File: src/rtl/fw_pkg.sv
// ============================================================================
// fw_pkg: firewall rule word layout and lookup sequencer state encodings.
// Revision: 1.0
// ============================================================================
`default_nettype none

package fw_pkg;

    localparam int VALID_BIT  = 63;
    localparam int ACTION_BIT = 62;
    localparam int PORT_HI    = 47;
    localparam int PORT_LO    = 32;
    localparam int IP_HI      = 31;
    localparam int IP_LO      = 0;

    localparam logic ACTION_DROP = 1'b1;

    typedef enum logic [1:0] {
        IDLE     = 2'd0,
        ISSUE    = 2'd1,
        WAIT_VLD = 2'd2,
        DONE     = 2'd3
    } state_e;

endpackage

`default_nettype wire

File: src/rtl/fw_rule_match.sv
// ============================================================================
// fw_rule_match: compares one rule word against a {dst IP, dst port} key.
// Revision: 1.0
// ============================================================================
`default_nettype none

module fw_rule_match
    import fw_pkg::*;
#(
    parameter int DATA_WIDTH = 64
) (
    input  logic [DATA_WIDTH-1:0] rule_i,
    input  logic [31:0]           key_ip_i,
    input  logic [15:0]           key_port_i,
    output logic                  match_o,
    output logic                  valid_o,
    output logic                  action_o
);

    logic [31:0] w_rule_ip;
    logic [15:0] w_rule_port;
    logic        w_ip_ok;
    logic        w_port_ok;
    logic        w_unused_reserved;

    assign w_rule_ip   = rule_i[IP_HI:IP_LO];
    assign w_rule_port = rule_i[PORT_HI:PORT_LO];

    // A zero field in the rule acts as a wildcard.
    assign w_ip_ok   = (w_rule_ip == 32'd0) || (w_rule_ip == key_ip_i);
    assign w_port_ok = (w_rule_port == 16'd0) || (w_rule_port == key_port_i);

    assign valid_o  = rule_i[VALID_BIT];
    assign action_o = rule_i[ACTION_BIT];
    assign match_o  = valid_o && w_ip_ok && w_port_ok;

    assign w_unused_reserved = ^rule_i[61:48];

endmodule

`default_nettype wire

File: src/rtl/fw_rule_lookup.sv
// ============================================================================
// fw_rule_lookup: scans the SRAM rule table over rd_0 and returns a verdict.
// Revision: 1.0
// ============================================================================
`default_nettype none

module fw_rule_lookup
    import fw_pkg::*;
#(
    parameter int                         DATA_WIDTH      = 64,
    parameter int                         SRAM_ADDR_WIDTH = 19,
    parameter logic [SRAM_ADDR_WIDTH-1:0] RULE_BASE       = 19'h0,
    parameter int                         NUM_RULES       = 5,
    parameter int                         TIMEOUT_CYCLES  = 64
) (
    input  logic                         clk,
    input  logic                         reset,
    input  logic                         lookup_req,
    input  logic [31:0]                  lookup_ip,
    input  logic [15:0]                  lookup_port,
    output logic                         lookup_rdy,
    output logic                         result_vld,
    output logic                         result_drop,
    output logic                         result_hit,
    output logic [$clog2(NUM_RULES):0]   result_idx,
    output logic                         result_timeout,
    output logic                         rd_0_req,
    output logic [SRAM_ADDR_WIDTH-1:0]   rd_0_addr,
    input  logic                         rd_0_ack,
    input  logic [DATA_WIDTH-1:0]        rd_0_data,
    input  logic                         rd_0_vld
);

    localparam int IDX_W = $clog2(NUM_RULES) + 1;
    localparam int WD_W  = $clog2(TIMEOUT_CYCLES + 1);

    state_e                       state_q;
    logic [31:0]                  key_ip_q;
    logic [15:0]                  key_port_q;
    logic [IDX_W-1:0]             index_q;
    logic [WD_W-1:0]              wd_q;
    logic                         rdy_q;
    logic                         req_q;
    logic [SRAM_ADDR_WIDTH-1:0]   addr_q;
    logic                         v_drop_q, v_hit_q, v_to_q;
    logic [IDX_W-1:0]             v_idx_q;
    logic                         res_vld_q, res_drop_q, res_hit_q, res_to_q;
    logic [IDX_W-1:0]             res_idx_q;

    logic w_match, w_valid, w_action;
    logic w_ack, w_eval, w_last;

    fw_rule_match #(
        .DATA_WIDTH (DATA_WIDTH)
    ) u_match (
        .rule_i     (rd_0_data),
        .key_ip_i   (key_ip_q),
        .key_port_i (key_port_q),
        .match_o    (w_match),
        .valid_o    (w_valid),
        .action_o   (w_action)
    );

    // Data is only trusted while a read of ours is outstanding; stale vld is dropped.
    assign w_ack  = (state_q == ISSUE) && req_q && rd_0_ack;
    assign w_eval = (w_ack && rd_0_vld) || ((state_q == WAIT_VLD) && rd_0_vld);
    assign w_last = (index_q == IDX_W'(NUM_RULES - 1));

    always_ff @(posedge clk) begin
        if (reset) begin
            state_q    <= IDLE;
            key_ip_q   <= 32'd0;
            key_port_q <= 16'd0;
            index_q    <= '0;
            wd_q       <= '0;
            rdy_q      <= 1'b1;
            req_q      <= 1'b0;
            addr_q     <= '0;
            v_drop_q   <= 1'b0;
            v_hit_q    <= 1'b0;
            v_to_q     <= 1'b0;
            v_idx_q    <= '0;
            res_vld_q  <= 1'b0;
            res_drop_q <= 1'b0;
            res_hit_q  <= 1'b0;
            res_to_q   <= 1'b0;
            res_idx_q  <= '0;
        end else begin
            res_vld_q <= 1'b0;
            case (state_q)
                IDLE: begin
                    if (lookup_req) begin
                        key_ip_q   <= lookup_ip;
                        key_port_q <= lookup_port;
                        index_q    <= '0;
                        wd_q       <= '0;
                        addr_q     <= RULE_BASE;
                        rdy_q      <= 1'b0;
                        state_q    <= ISSUE;
                    end
                end
                ISSUE, WAIT_VLD: begin
                    if (w_eval) begin
                        req_q <= 1'b0;
                        wd_q  <= '0;
                        if (w_match) begin
                            v_drop_q <= (w_action == ACTION_DROP);
                            v_hit_q  <= 1'b1;
                            v_idx_q  <= index_q;
                            v_to_q   <= 1'b0;
                            state_q  <= DONE;
                        end else if (!w_valid || w_last) begin
                            v_drop_q <= 1'b0;
                            v_hit_q  <= 1'b0;
                            v_idx_q  <= '0;
                            v_to_q   <= 1'b0;
                            state_q  <= DONE;
                        end else begin
                            index_q <= index_q + IDX_W'(1);
                            addr_q  <= addr_q + SRAM_ADDR_WIDTH'(1);
                            state_q <= ISSUE;
                        end
                    end else if (w_ack) begin
                        req_q   <= 1'b0;
                        wd_q    <= '0;
                        state_q <= WAIT_VLD;
                    end else if (wd_q == WD_W'(TIMEOUT_CYCLES - 1)) begin
                        // Fail open: a stuck SRAM must not black-hole traffic.
                        req_q    <= 1'b0;
                        v_drop_q <= 1'b0;
                        v_hit_q  <= 1'b0;
                        v_idx_q  <= '0;
                        v_to_q   <= 1'b1;
                        state_q  <= DONE;
                    end else begin
                        wd_q <= wd_q + WD_W'(1);
                        if (state_q == ISSUE) begin
                            req_q <= 1'b1;
                        end
                    end
                end
                DONE: begin
                    res_vld_q  <= 1'b1;
                    res_drop_q <= v_drop_q;
                    res_hit_q  <= v_hit_q;
                    res_idx_q  <= v_idx_q;
                    res_to_q   <= v_to_q;
                    rdy_q      <= 1'b1;
                    state_q    <= IDLE;
                end
                default: begin
                    state_q <= IDLE;
                end
            endcase
        end
    end

    assign lookup_rdy     = rdy_q;
    assign rd_0_req       = req_q;
    assign rd_0_addr      = addr_q;
    assign result_vld     = res_vld_q;
    assign result_drop    = res_drop_q;
    assign result_hit     = res_hit_q;
    assign result_idx     = res_idx_q;
    assign result_timeout = res_to_q;

endmodule

`default_nettype wire

File: config.mk
export PLATFORM = sky130hd
export DESIGN_NAME = fw_rule_lookup
export DESIGN_NICKNAME = d
export VERILOG_FILES = /design/src/rtl/fw_pkg.sv /design/src/rtl/fw_rule_match.sv /design/src/rtl/fw_rule_lookup.sv
export SDC_FILE = /design/constraint.sdc
export NUM_CORES = 1
export LEC_CHECK = 0
export ABC_AREA = 1
export CORE_ASPECT_RATIO = 1.75
export CORE_MARGIN = 5
export CORE_UTILIZATION = 45
export CTS_BUF_LIST = sky130_fd_sc_hd__clkbuf_2 sky130_fd_sc_hd__clkbuf_4 sky130_fd_sc_hd__clkbuf_8
export CTS_CLUSTER_DIAMETER = 100
export CTS_CLUSTER_SIZE = 12
export DETAILED_ROUTE_END_ITERATION = 10
export MAX_ROUTING_LAYER = met4
export PLACE_DENSITY = 0.76
export SLEW_MARGIN = 20
export SYNTH_ARGS = -nofsm -noshare
export SYNTH_HDL_FRONTEND = slang
export SYNTH_HIERARCHICAL = 1
export SYNTH_SLANG_ARGS = --single-unit
export TNS_END_PERCENT = 1
File: constraint.sdc
create_clock -name clk -period 4.48 [get_ports clk]
set_input_delay 0.896 -clock clk [delete_from_list [all_inputs] [get_ports clk]]
set_output_delay 0.896 -clock clk [all_outputs]
set_load 0.01 [all_outputs]
==> flow_summary.rst, run 1 <==
.. list-table::
   :header-rows: 1

   * - Metric
     - Value
   * - P_leak
     - 3.05 nW
   * - Net count, final
     - 1129
   * - Ordered cell list for the critical path
     - clkdlybuf4s50_1 > inv_1 > nand2_1 > nand2_1 > nor2_1 > nand2_1 > nor2_1 > nand2_1 > nor2_1 > nor2_1 > nor2_1 > nor2_1 > nand2_1 > inv_1 > nand2_1 > nand2_1 > nand2_1 > buf_4 > nand2_1 > nand2_1 > nand2_1 > inv_1
   * - CP bufs+invs
     - 5
   * - Horiz. Die Dim
     - 92.4 um
   * - Finished Core Util
     - 60.0%
   * - Avg Synthesized Cell Area
     - 6.04 um2
   * - Seq/Total Area, Yosys
     - 36.3%
   * - Unique cell type count in the Yosys netlist
     - 23
   * - Detailed Place HPWL
     - 10800 um
   * - Final instance area
     - 6950 um2
   * - Transition time of the tightest slew-check pin
     - 615 ps
   * - Vias in the first global route
     - 5358
   * - Yosys warning count
     - 6
   * - Number of register bits inferred by synthesis
     - 97
   * - Nets in the synthesized netlist
     - 1010
   * - Final setup TNS
     - 0 ps
   * - Time the worst path needs with I/O delays and setup
     - 2980 ps
   * - Post-detailed-routing wire length
     - 14700 um
   * - Total of cells resized after clock tree synthesis
     - 0
   * - Root Buffer
     - clkbuf_8
   * - Clock insertion delay at the later pin of the skew report
     - 380 ps
   * - Cell Pwr Density
     - 449 nW/um2
   * - Antenna violations before repair
     - 0
   * - Gp weighted congestion
     - 0.949
   * - Ratio of cells with drive above 1 in the final layout
     - 2.58%
   * - Power Total
     - 3.12 mW
   * - Number of buffers created by CTS
     - 9
   * - Required time of the worst setup path
     - 4800 ps
   * - Worst VDD drop
     - 0.279 mV
   * - CP max stage delay
     - 510 ps
   * - Iteration-0 DRC count of the detailed router
     - 249
   * - Sequential cell area in the final layout
     - 1940 um2
   * - # IOs
     - 146
   * - CTS sink cnt
     - 97
   * - Number of hold-slack violations in the final timing report
     - 0
   * - Category of the worst setup path capture point
     - flop
   * - Kind of critical path
     - in -> reg
   * - Endpoint arrival time on the critical path
     - 3300 ps
   * - Via Count
     - 5596
   * - Headroom to the max-slew limit
     - 58.8%
   * - Quantity of hold-fixing buffers added after cts
     - 0
   * - Multi-input gate area
     - 2820 um2
   * - Setup crit start kind
     - primary input
   * - Worst hold path class
     - reg -> reg
   * - Maximum clock rate
     - 336 MHz
   * - Max-cap check violation count
     - 0
   * - N_diodes
     - 0
   * - Outcome
     - completed
   * - Synth Cell Area
     - 5340 um2
   * - Post CTS Setup Buffer Count
     - 0
   * - Setup WS pre-CTS
     - 1100 ps
   * - Area growth, synth to finish
     - 30.1%
   * - Count of TritonRoute iterations in the first routing pass
     - 4
   * - Die footprint
     - 14200 um2
   * - Buffers added on ports
     - 131
   * - Maximum buffer depth of the clock tree
     - 2
   * - First-pass GRT wire length
     - 23800 um
   * - Cells after Synth
     - 884
   * - Average wire length per cell after detail routing
     - 12.8 um
   * - Site Rows
     - 52
   * - DRC violations left
     - 0
   * - Slowest-stage cell, CP
     - clkdlybuf4s50_1
   * - Initial Util
     - 46.1%
   * - Crit-path most repeated cell
     - nand2_1
   * - CTS tree
     - done
   * - Cell Area, Placed
     - 6740 um2
   * - Maximum level of the CTS H-tree
     - 3
   * - Setup repair after global routing missed its margin
     - false
   * - Clk pin slew, worst setup/hold paths
     - 100 ps
   * - Final setup vio count
     - 0
   * - Period utilisation layout
     - 66.5%
   * - Final number of max-transition violations
     - 0
   * - Worst clock skew
     - 17.9 ps
   * - Final-layout fill cell count
     - 1148
   * - Pin count of the biggest net entering global routing
     - 52
   * - Number of nets with antenna violations after routing
     - 0
   * - CP Max Fanout
     - 16
   * - GR Util All Layers
     - 21.1%
   * - Slack of the critical path
     - 1500 ps
   * - Die height
     - 154 um
   * - Drt via density
     - 4.90
   * - Core ar.
     - 11600 um2
   * - CP top delay family
     - simple AND/OR/NAND/NOR gates
   * - Remaining global-route overflow
     - 0
-- where the power goes --
group	internal, mW	total [mW]	switching, mW
registers	1.03	1.16	0.132
clock network	0.269	0.607	0.338
logic	0.491	1.35	0.862
-- logic make-up (layout without fill, tap and decap cells) --
group | after synthesis | in the layout | synth area share, %
AOI/OAI and AO/OA | 110 | 110 | 10.9
xor gates and xnor gates | 19 | 19 | 3.11
adders and majority gates | 9 | 9 | 2.11
buffers and inverters | 149 | 273 | 10.8
DFF | 97 | 97 | 36.3
and+or+nand+nor | 500 | 500 | 36.7
-- metrics by stage --
stage          hold slack (ps)  instances
3_5_place_dp               440       1127
3_3_place_gp               436       1127
4_1_cts                    456       1143
6_report                   451       1143
2_1_floorplan              422        884
5_1_grt                    470       1143
-- synth_stat cells --
library cell / count / area [um2]
nor4_1: 6 / 37.5
o21ai_0: 73 / 365
nor3_1: 3 / 15.0
buf_2: 2 / 10.0
buf_1: 1 / 3.75
xor2_1: 17 / 149
nand2_1: 223 / 837
nor3b_1: 1 / 7.51
nand4_1: 7 / 43.8
a21oi_4: 2 / 32.5
a21oi_1: 31 / 155
dfxtp_1: 97 / 1940
inv_1: 117 / 439
nor2_1: 224 / 841
inv_2: 2 / 7.51
clkbuf_1: 22 / 82.6
nand3_1: 36 / 180
buf_4: 4 / 30.0
ha_1: 9 / 113
clkinv_1: 1 / 3.75
o21bai_1: 3 / 22.5
xnor2_1: 2 / 17.5
a21boi_0: 1 / 7.51
-- worst reg2reg max path, delay by kind of cell, from the launching register on --
| kind | cells | cell delay, ps |
|---|---|---|
| flip-flops | 1 | 400 |
| buffers and inverters | 4 | 510 |
| adder cells (fa/ha/maj) | 1 | 680 |
| AND/OR/NAND/NOR | 2 | 210 |
| AO/OA/AOI/OAI | 2 | 870 |
-- routing by layer --
| layer | global-route usage [%] | vias up | part of all wire, % |
|---|---|---|---|
| li1 | - | 2941 | - |
| met1 | 22.4 | 2508 | 39 |
| met2 | 39.5 | 127 | 54 |
| met3 | 3.28 | 20 | 4.9 |
| met4 | 6.59 | 0 | 1.8 |
| met5 | - | - | 0 |
-- cell usage in the layout (no fill, tap or decap) --
| cell | count |
|---|---|
| nand2_1 | 223 |
| o21bai_1 | 3 |
| bufinv_16 | 1 |
| clkinv_1 | 2 |
| a21oi_1 | 31 |
| nor3b_1 | 1 |
| clkinvlp_4 | 1 |
| a21boi_0 | 1 |
| inv_1 | 116 |
| nand3_1 | 36 |
| ha_1 | 9 |
| xnor2_1 | 2 |
| clkinv_4 | 1 |
| inv_2 | 2 |
| inv_6 | 3 |
| dfxtp_1 | 97 |
| o21ai_0 | 73 |
| nand4_1 | 7 |
| clkbuf_8 | 9 |
| buf_4 | 6 |
| nor3_1 | 3 |
| clkdlybuf4s50_1 | 131 |
| inv_8 | 1 |
| nor2_1 | 224 |
| nor4_1 | 6 |
| xor2_1 | 17 |
| a21oi_4 | 2 |
-- state kept, by name, indices dropped and copies added, names as in the netlist, 2 cells and up --
| signal | cells |
|---|---|
| v_idx_q | 4 |
| rd_0_addr | 19 |
| state_q | 2 |
| index_q | 4 |
| wd_q | 7 |
| key_ip_q | 32 |
| result_idx | 4 |
| key_port_q | 16 |
-- final timing paths --
path,slack (ps),depth (start not counted),from,end
worst max-delay path,1500,22,rd_0_data[26],rd_0_addr[17]
worst min-delay path,450,2,wd_q[6],wd_q[6]
worst max register to register,1720,9,state_q[0],rd_0_addr[12]
worst min register to register,450,2,wd_q[6],wd_q[6]
-- final cells by class --
type | count | share of cell area (%)
Clock inverter | 7 | 1.21
Timing Repair Buffer | 137 | 19.5
Sequential cell | 97 | 27.9
Inverter | 120 | 6.48
Tap cell | 135 | 2.43
Clock buffer | 9 | 1.78
Multi-Input combinational cell | 638 | 40.6
(Power assumes the default switching activity.)
==> inputs of run 2 (changes only) <==
PLACE_DENSITY = 0.79   (was 0.76)
clock period = 2.65 ns   (was 4.48 ns; I/O delays follow)
==> run 2 against run 1 <==
Effect of this change: sequential cell count unchanged; clock skew increased by 1.6 ps; largest cell class unchanged; combinational power increased by 79%.
==> flow_summary.rst, run 2 (synthesized netlist as in run 1, its figures left out) <==
.. list-table::
   :header-rows: 1

   * - Metric
     - Value
   * - Sequential cell area in the final layout
     - 1940 um2 (unchanged)
   * - Remaining global-route overflow
     - 0 (unchanged)
   * - Vias in the first global route
     - 5298 (was 5358)
   * - Period utilisation layout
     - 89.0%
   * - Final number of max-transition violations
     - 0 (unchanged)
   * - Placed Instances
     - 1142 (was 1127)
   * - Largest register by flop count
     - key_ip_q (unchanged)
   * - Quantity of hold-fixing buffers added after cts
     - 0 (unchanged)
   * - Worst VDD drop
     - 0.502 mV (was 0.279 mV)
   * - Headroom to the max-slew limit
     - 65.4% (was 58.8%)
   * - Final instance area
     - 7080 um2 (was 6950 um2)
   * - Detailed Place HPWL
     - 11000 um (was 10800 um)
   * - DRC violations left
     - 0 (unchanged)
   * - # IOs
     - 146 (unchanged)
   * - Multi-input gate area
     - 2820 um2 (unchanged)
   * - Site Rows
     - 52 (unchanged)
   * - Cell Pwr Density
     - 776 nW/um2 (was 449 nW/um2)
   * - Layout Cells excl Fill
     - 1158 (was 1143)
   * - Maximum clock rate
     - 424 MHz
   * - Time the worst path needs with I/O delays and setup
     - 2360 ps
   * - CP Max Fanout
     - 4 (was 16)
   * - Outcome
     - completed (unchanged)
   * - Gp weighted congestion
     - 0.954 (was 0.949)
   * - Kind of critical path
     - in -> reg (unchanged)
   * - Number of cells on the worst hold path
     - 2 (unchanged)
   * - N_diodes
     - 0 (unchanged)
   * - Maximum buffer depth of the clock tree
     - 2 (unchanged)
   * - Area growth, synth to finish
     - 32.6% (was 30.1%)
   * - Average wire length per cell after detail routing
     - 12.8 um (about the same)
   * - Number of buffers created by CTS
     - 9 (unchanged)
   * - CP startpoint
     - rd_0_data[29] (was rd_0_data[26])
   * - Top layer reached by signal wires
     - met4 (unchanged)
   * - Startpoint of the lowest-slack register-to-register path
     - key_ip_q[18] (was state_q[0])
   * - Worst hold path class
     - reg -> reg (unchanged)
   * - Required time of the worst setup path
     - 2960 ps (was 4800 ps)
   * - Maximum level of the CTS H-tree
     - 3 (unchanged)
   * - Count of TritonRoute iterations in the first routing pass
     - 5 (was 4)
   * - Core ar.
     - 11600 um2 (unchanged)
   * - GR Util All Layers
     - 21.6% (was 21.1%)
   * - Launch point of the worst hold path
     - wd_q[6] (unchanged)
   * - Pin count of the biggest net entering global routing
     - 50 (was 52)
   * - Most frequent cells in the layout
     - nor2_1 (224), nand2_1 (223), clkdlybuf4s50_1 (131) (unchanged)
   * - Net count, final
     - 1144 (was 1129)
   * - Die footprint
     - 14200 um2 (unchanged)
   * - CTS sink cnt
     - 97 (unchanged)
   * - Setup slack of the worst register-to-register path
     - 590 ps (was 1720 ps)
   * - Final setup TNS
     - 0 ps (unchanged)
   * - Die height
     - 154 um (unchanged)
   * - Number of flip-flops in the largest register
     - 32 (unchanged)
   * - Initial Util
     - 46.1% (unchanged)
   * - Via Count
     - 5585 (was 5596)
   * - P_leak
     - 3.14 nW (was 3.05 nW)
   * - Setup repair after global routing missed its margin
     - false (unchanged)
   * - Worst r2r dst
     - rd_0_addr[14] (was rd_0_addr[12])
   * - Detailed-routed wire length on met2
     - 8140 um (was 7900 um)
   * - Max-cap check violation count
     - 0 (unchanged)
   * - Clock insertion delay at the later pin of the skew report
     - 380 ps (about the same)
   * - Buffers added on ports
     - 131 (unchanged)
   * - Destination of the worst hold path
     - wd_q[6] (unchanged)
   * - Setup crit start kind
     - primary input (unchanged)
   * - Worst hold margin
     - 458 ps (was 451 ps)
   * - CTS tree
     - done (unchanged)
   * - Antenna violations before repair
     - 0 (unchanged)
   * - Total of cells resized after clock tree synthesis
     - 0 (unchanged)
   * - Final setup vio count
     - 0 (unchanged)
   * - Category of the worst setup path capture point
     - flop (unchanged)
   * - Leading cell type in the layout, fill and taps excluded
     - nor2_1 (unchanged)
   * - Detailed-routed wire length on met3
     - 661 um (was 722 um)
   * - Number of nets with antenna violations after routing
     - 0 (unchanged)
   * - Final-layout fill cell count
     - 1134 (was 1148)
   * - Metal-1 WL
     - 5690 um (was 5770 um)
   * - Drt via density
     - 4.82 (was 4.90)
   * - First-pass GRT wire length
     - 24200 um (was 23800 um)
   * - Number of hold-slack violations in the final timing report
     - 0 (unchanged)
   * - Cell Area, Placed
     - 6850 um2 (was 6740 um2)
   * - Transition time of the tightest slew-check pin
     - 519 ps (was 615 ps)
   * - Clk pin slew, worst setup/hold paths
     - 100 ps (about the same)
   * - Worst clock skew
     - 19.5 ps (was 17.9 ps)
   * - Iteration-0 DRC count of the detailed router
     - 196 (was 249)
   * - Root Buffer
     - clkbuf_8 (unchanged)
   * - Post CTS Setup Buffer Count
     - 0 (unchanged)
   * - Horiz. Die Dim
     - 92.4 um (unchanged)
   * - FF-to-FF path depth
     - 19 (was 9)
   * - Ratio of cells with drive above 1 in the final layout
     - 4.01% (was 2.58%)
   * - Endpoint arrival time on the critical path
     - 2660 ps (was 3300 ps)
   * - Post-detailed-routing wire length
     - 14800 um (was 14700 um)
## run 2: cell types whose count changed in the layout (fill, tap and decap cells not counted), sizes merged
cell,delta
bufinv,+1
clkinvlp,-1
buf,+15
## run 2: worst max-delay path by stage
stage | to | slack, ps | cells after the start
after floorplan | rd_0_addr[4] | 570 | 19
after global placement | rd_0_addr[14] | -70 | 20
after detailed placement | rd_0_addr[4] | -120 | 20
after CTS | rd_0_addr[14] | 260 | 20
after global routing | rd_0_addr[14] | 30 | 20
final | rd_0_addr[14] | 290 | 20
## run 2: worst max-delay path, stage by stage
cell	delay (ps)
clkdlybuf4s50_1	520
nand2_1	60
inv_1	50
nor2_1	30
nor2_1	90
nand2_1	60
nor2_1	170
nand2_1	80
nor2_1	80
nor2_1	50
nor2_1	120
nor2_1	80
nand2_1	60
inv_1	30
nand2_1	70
nand2_1	70
nand2_1	130
buf_4	160
o21ai_0	100
nor2_1	110
## run 2: stage by stage
stage	power [mW]	setup WS, ps	utilization, %
final	5.50	292	61.2
after CTS	5.56	265	61.2
after global placement	4.36	-71.9	59.2
after detailed placement	4.41	-122	59.2
after floorplan	3.58	567	-
after global routing	5.99	28.5	61.2
## run 2: final cells by class
type / instances / area share [%]
multi-input combinational: 638 / 39.9
clock inverter: 7 / 1.50
inverter: 120 / 6.36
timing repair buffer: 152 / 20.7
clock buffer: 9 / 1.75
sequential: 97 / 27.4
tap: 135 / 2.38
## run 2: power by group
| group | internal [mW] | switching (mW) |
|---|---|---|
| Clock | 0.550 | 0.579 |
| Sequential | 1.74 | 0.217 |
| Combinational | 0.945 | 1.46 |
| Total | 3.24 | 2.26 |
## run 2: layer usage
metal,GRT usage [%],vias up
met4,7.23,0
met2,39.9,121
met3,3.37,22
li1,-,2968
met1,23.0,2474
met5,-,-
==> inputs of run 3 (changes only) <==
ABC_AREA = default   (was 1)
CAP_MARGIN = 0   (was default)
CORE_UTILIZATION = 44   (was 45)
PLACE_DENSITY = 0.8   (was 0.79)
==> run 3 against run 2 <==
Effect of this change: worst hold slack better by 15 ps; first-iteration DRC count up 10%; die area down 9.1%; critical path depth down 9; combinational power down 39%; utilization down 0.14 points; sequential power down 11%; count of clock-buffer cells in the layout up 3; clock power down 21%; critical endpoint is now rd_0_addr[15]; largest power group is now sequential cells.
==> flow_summary.rst, run 3 <==
.. list-table::
   :header-rows: 1

   * - Metric
     - Value
   * - Detailed Place HPWL
     - 10900 um (was 11000 um)
   * - Initial Util
     - 44.5% (was 46.1%)
   * - Root Buffer
     - clkbuf_8 (unchanged)
   * - Worst hold margin
     - 474 ps (was 458 ps)
   * - CTS sink cnt
     - 97 (unchanged)
   * - CP Max Fanout
     - 5 (was 4)
   * - Number of nets with antenna violations after routing
     - 0 (unchanged)
   * - # IOs
     - 146 (unchanged)
   * - Cell taking the most area after synthesis
     - dfxtp_1 (unchanged)
   * - P_leak
     - 2.55 nW (was 3.14 nW)
   * - Period utilisation layout
     - 96.9% (was 89.0%)
   * - Yosys warning count
     - 6 (unchanged)
   * - Max-cap check violation count
     - 0 (unchanged)
   * - Most frequently used cell type in the post-synthesis netlist
     - nand2_1 (was nor2_1)
   * - Most frequent cells in the layout
     - nand2_1 (118), dfxtp_1 (97), clkdlybuf4s50_1 (82) (was nor2_1 (224), nand2_1 (223), clkdlybuf4s50_1 (131))
   * - Avg Synthesized Cell Area
     - 8.10 um2 (was 6.04 um2)
   * - Cells after Synth
     - 581 (was 884)
   * - Largest register by flop count
     - key_ip_q (unchanged)
   * - Area growth, synth to finish
     - 37.2% (was 32.6%)
   * - Core ar.
     - 10600 um2 (was 11600 um2)
   * - Proportion of synthesized flip-flops having asynchronous set or reset
     - 0% (unchanged)
   * - Pin count of the biggest net entering global routing
     - 50 (unchanged)
   * - Antenna violations before repair
     - 0 (unchanged)
   * - Cell Pwr Density
     - 637 nW/um2 (was 776 nW/um2)
   * - Most frequent cells after synthesis
     - nand2_1 (118), dfxtp_1 (97), a21oi_1 (71) (was nor2_1 (224), nand2_1 (223), inv_1 (117))
   * - Average wire length per cell after detail routing
     - 16.9 um (was 12.8 um)
   * - Headroom to the max-slew limit
     - 59.1% (was 65.4%)
   * - Number of enable-type register cells in the synthesized netlist
     - 0 (unchanged)
   * - Maximum buffer depth of the clock tree
     - 2 (unchanged)
   * - Remaining global-route overflow
     - 0 (unchanged)
   * - Endpoint arrival time on the critical path
     - 2850 ps (was 2660 ps)
   * - Synth Cell Area
     - 4700 um2 (was 5340 um2)
   * - Worst hold path class
     - reg -> reg (unchanged)
   * - Category of the worst setup path capture point
     - flop (unchanged)
   * - Die footprint
     - 12900 um2 (was 14200 um2)
   * - Dominant synthesized flop cell
     - dfxtp_1 (unchanged)
   * - Horiz. Die Dim
     - 88.2 um (was 92.4 um)
   * - Outcome
     - completed (unchanged)
   * - Worst clock skew
     - 6.27 ps (was 19.5 ps)
   * - Final setup vio count
     - 0 (unchanged)
   * - Number of buffers created by CTS
     - 9 (unchanged)
   * - Unique cell type count in the Yosys netlist
     - 50 (was 23)
   * - Final number of max-transition violations
     - 0 (unchanged)
   * - Worst VDD drop
     - 0.385 mV (was 0.502 mV)
   * - Iteration-0 DRC count of the detailed router
     - 216 (was 196)
   * - Leading cell type in the layout, fill and taps excluded
     - nand2_1 (was nor2_1)
   * - N_diodes
     - 0 (unchanged)
   * - Net count, final
     - 842 (was 1144)
   * - Number of hold-slack violations in the final timing report
     - 0 (unchanged)
   * - Seq/Total Area, Yosys
     - 41.3% (was 36.3%)
   * - Power Total
     - 4.11 mW (was 5.50 mW)
   * - Buffers added on ports
     - 131 (unchanged)
   * - Number of flip-flops in the largest register
     - 32 (unchanged)
   * - Maximum clock rate
     - 389 MHz (was 424 MHz)
   * - Setup repair after global routing missed its margin
     - false (unchanged)
   * - Number of register bits inferred by synthesis
     - 97 (unchanged)
   * - Ratio of cells with drive above 1 in the final layout
     - 8.60% (was 4.01%)
   * - Clk pin slew, worst setup/hold paths
     - 90 ps (was 100 ps)
   * - Die height
     - 147 um (was 154 um)
   * - Quantity of hold-fixing buffers added after cts
     - 0 (unchanged)
   * - Nets in the synthesized netlist
     - 707 (was 1010)
   * - CTS tree
     - done (unchanged)
   * - Required time of the worst setup path
     - 2930 ps (was 2960 ps)
   * - Maximum level of the CTS H-tree
     - 3 (unchanged)
   * - Area share of the leading cell type in the synthesized netlist
     - 41.3% (was 36.3%)
   * - Kind of critical path
     - in -> reg (unchanged)
   * - Time the worst path needs with I/O delays and setup
     - 2570 ps (was 2360 ps)
   * - Gp weighted congestion
     - 0.956 (was 0.954)
   * - Transition time of the tightest slew-check pin
     - 607 ps (was 519 ps)
   * - Final-layout fill cell count
     - 957 (was 1134)
   * - Clock insertion delay at the later pin of the skew report
     - 360 ps (was 380 ps)
   * - Vias in the first global route
     - 4772 (was 5298)
   * - Post-detailed-routing wire length
     - 14300 um (was 14800 um)
   * - GR Util All Layers
     - 22.4% (was 21.6%)
   * - Site Rows
     - 50 (was 52)
   * - Leading post-synthesis cells by cell area
     - dfxtp_1 (41%), nand2_1 (9.4%), xor2_1 (8.9%) (was dfxtp_1 (36%), nor2_1 (16%), nand2_1 (16%))
   * - Setup WS pre-CTS
     - -496 ps (was -122 ps)
   * - Count of TritonRoute iterations in the first routing pass
     - 4 (was 5)
   * - Setup crit start kind
     - primary input (unchanged)
   * - Slack of the critical path
     - 81.3 ps (was 292 ps)
   * - Drt via density
     - 5.54 (was 4.82)
   * - DRC violations left
     - 0 (unchanged)
   * - First-pass GRT wire length
     - 22800 um (was 24200 um)
   * - Via Count
     - 4718 (was 5585)
-- run 3: cell types whose count changed after synthesis, sizes merged, moves of 22 or more --
cell   before  now
o21ai      73   26
nand2     223  119
inv       119    6
xor2       17   48
a21oi      33   72
nand3      36   14
nor2      224   32
-- run 3: area by class of cell --
class	instances	area [um2]	area share (%)
repair buffers	153	1460	22.6
clock buffers	12	153	2.37
inverters	6	22.5	0.349
flip-flops and latches	97	1940	30.1
multi-input cells	449	2690	41.7
clock inverters	4	28.8	0.446
well taps	130	163	2.52
-- run 3: path summary, 6_finish.rpt --
path | slack [ps] | to | cells past startpoint | start
worst max-delay path | 80 | rd_0_addr[15] | 11 | rd_0_data[13]
worst min-delay path | 470 | key_ip_q[14] | 2 | key_ip_q[14]
worst max register to register | 160 | rd_0_addr[10] | 11 | key_ip_q[3]
worst min register to register | 470 | key_ip_q[14] | 2 | key_ip_q[14]
-- run 3: power by group --
part,total (mW),internal (mW),switching [mW]
combinational,1.47,0.612,0.855
clock,0.891,0.389,0.502
sequential,1.75,1.61,0.135
-- run 3: worst max-delay path, stage by stage --
cell and delay [ps]:
dlygate4sd2_1 260, xor2_1 160, nor4_1 340, nand4_1 150, o22ai_2 170, and3_4 220
nand3b_1 260, o31ai_4 90, nand2_2 150, or2b_4 300, a31oi_1 190
-- run 3: what timing repair did --
item / in CTS / in global routing
gates resized for setup: 45 / 20
endpoints found under the hold margin: 0 / 0
pin swaps: 34 / 13
setup buffers: 3 / 0
endpoints found under the setup margin: 26 / 26
-- run 3: metal layers --
layer	global-route usage [%]	share of wire, %	vias up
met5	-	0	-
met2	38.1	50	177
met1	25.6	39	2202
met4	9.98	3.1	0
li1	-	-	2306
met3	3.37	7.0	33
-- run 3: through the flow --
step / TNS, ps / instances / utilization, % / area [um2]
after floorplan: 0 / 581 / - / 4700
after global placement: -11810 / 832 / 58.6 / 6190
after detailed placement: -12630 / 832 / 58.6 / 6190
after CTS: 0 / 851 / 60.4 / 6390
after global routing: 0 / 851 / 61.0 / 6450
final: 0 / 851 / 61.0 / 6450
-- run 3: logic make-up (layout without fill, tap and decap cells) --
family | after synthesis | after routing | share of synthesized area (%)
AND/OR/NAND/NOR | 245 | 245 | 25.1
adder cells (fa/ha/maj) | 9 | 9 | 2.39
multiplexers | 9 | 9 | 1.92
AO/OA/AOI/OAI | 136 | 136 | 16.9
XOR/XNOR | 50 | 50 | 9.31
flip-flops | 97 | 97 | 41.3
buffers and inverters | 35 | 175 | 3.03
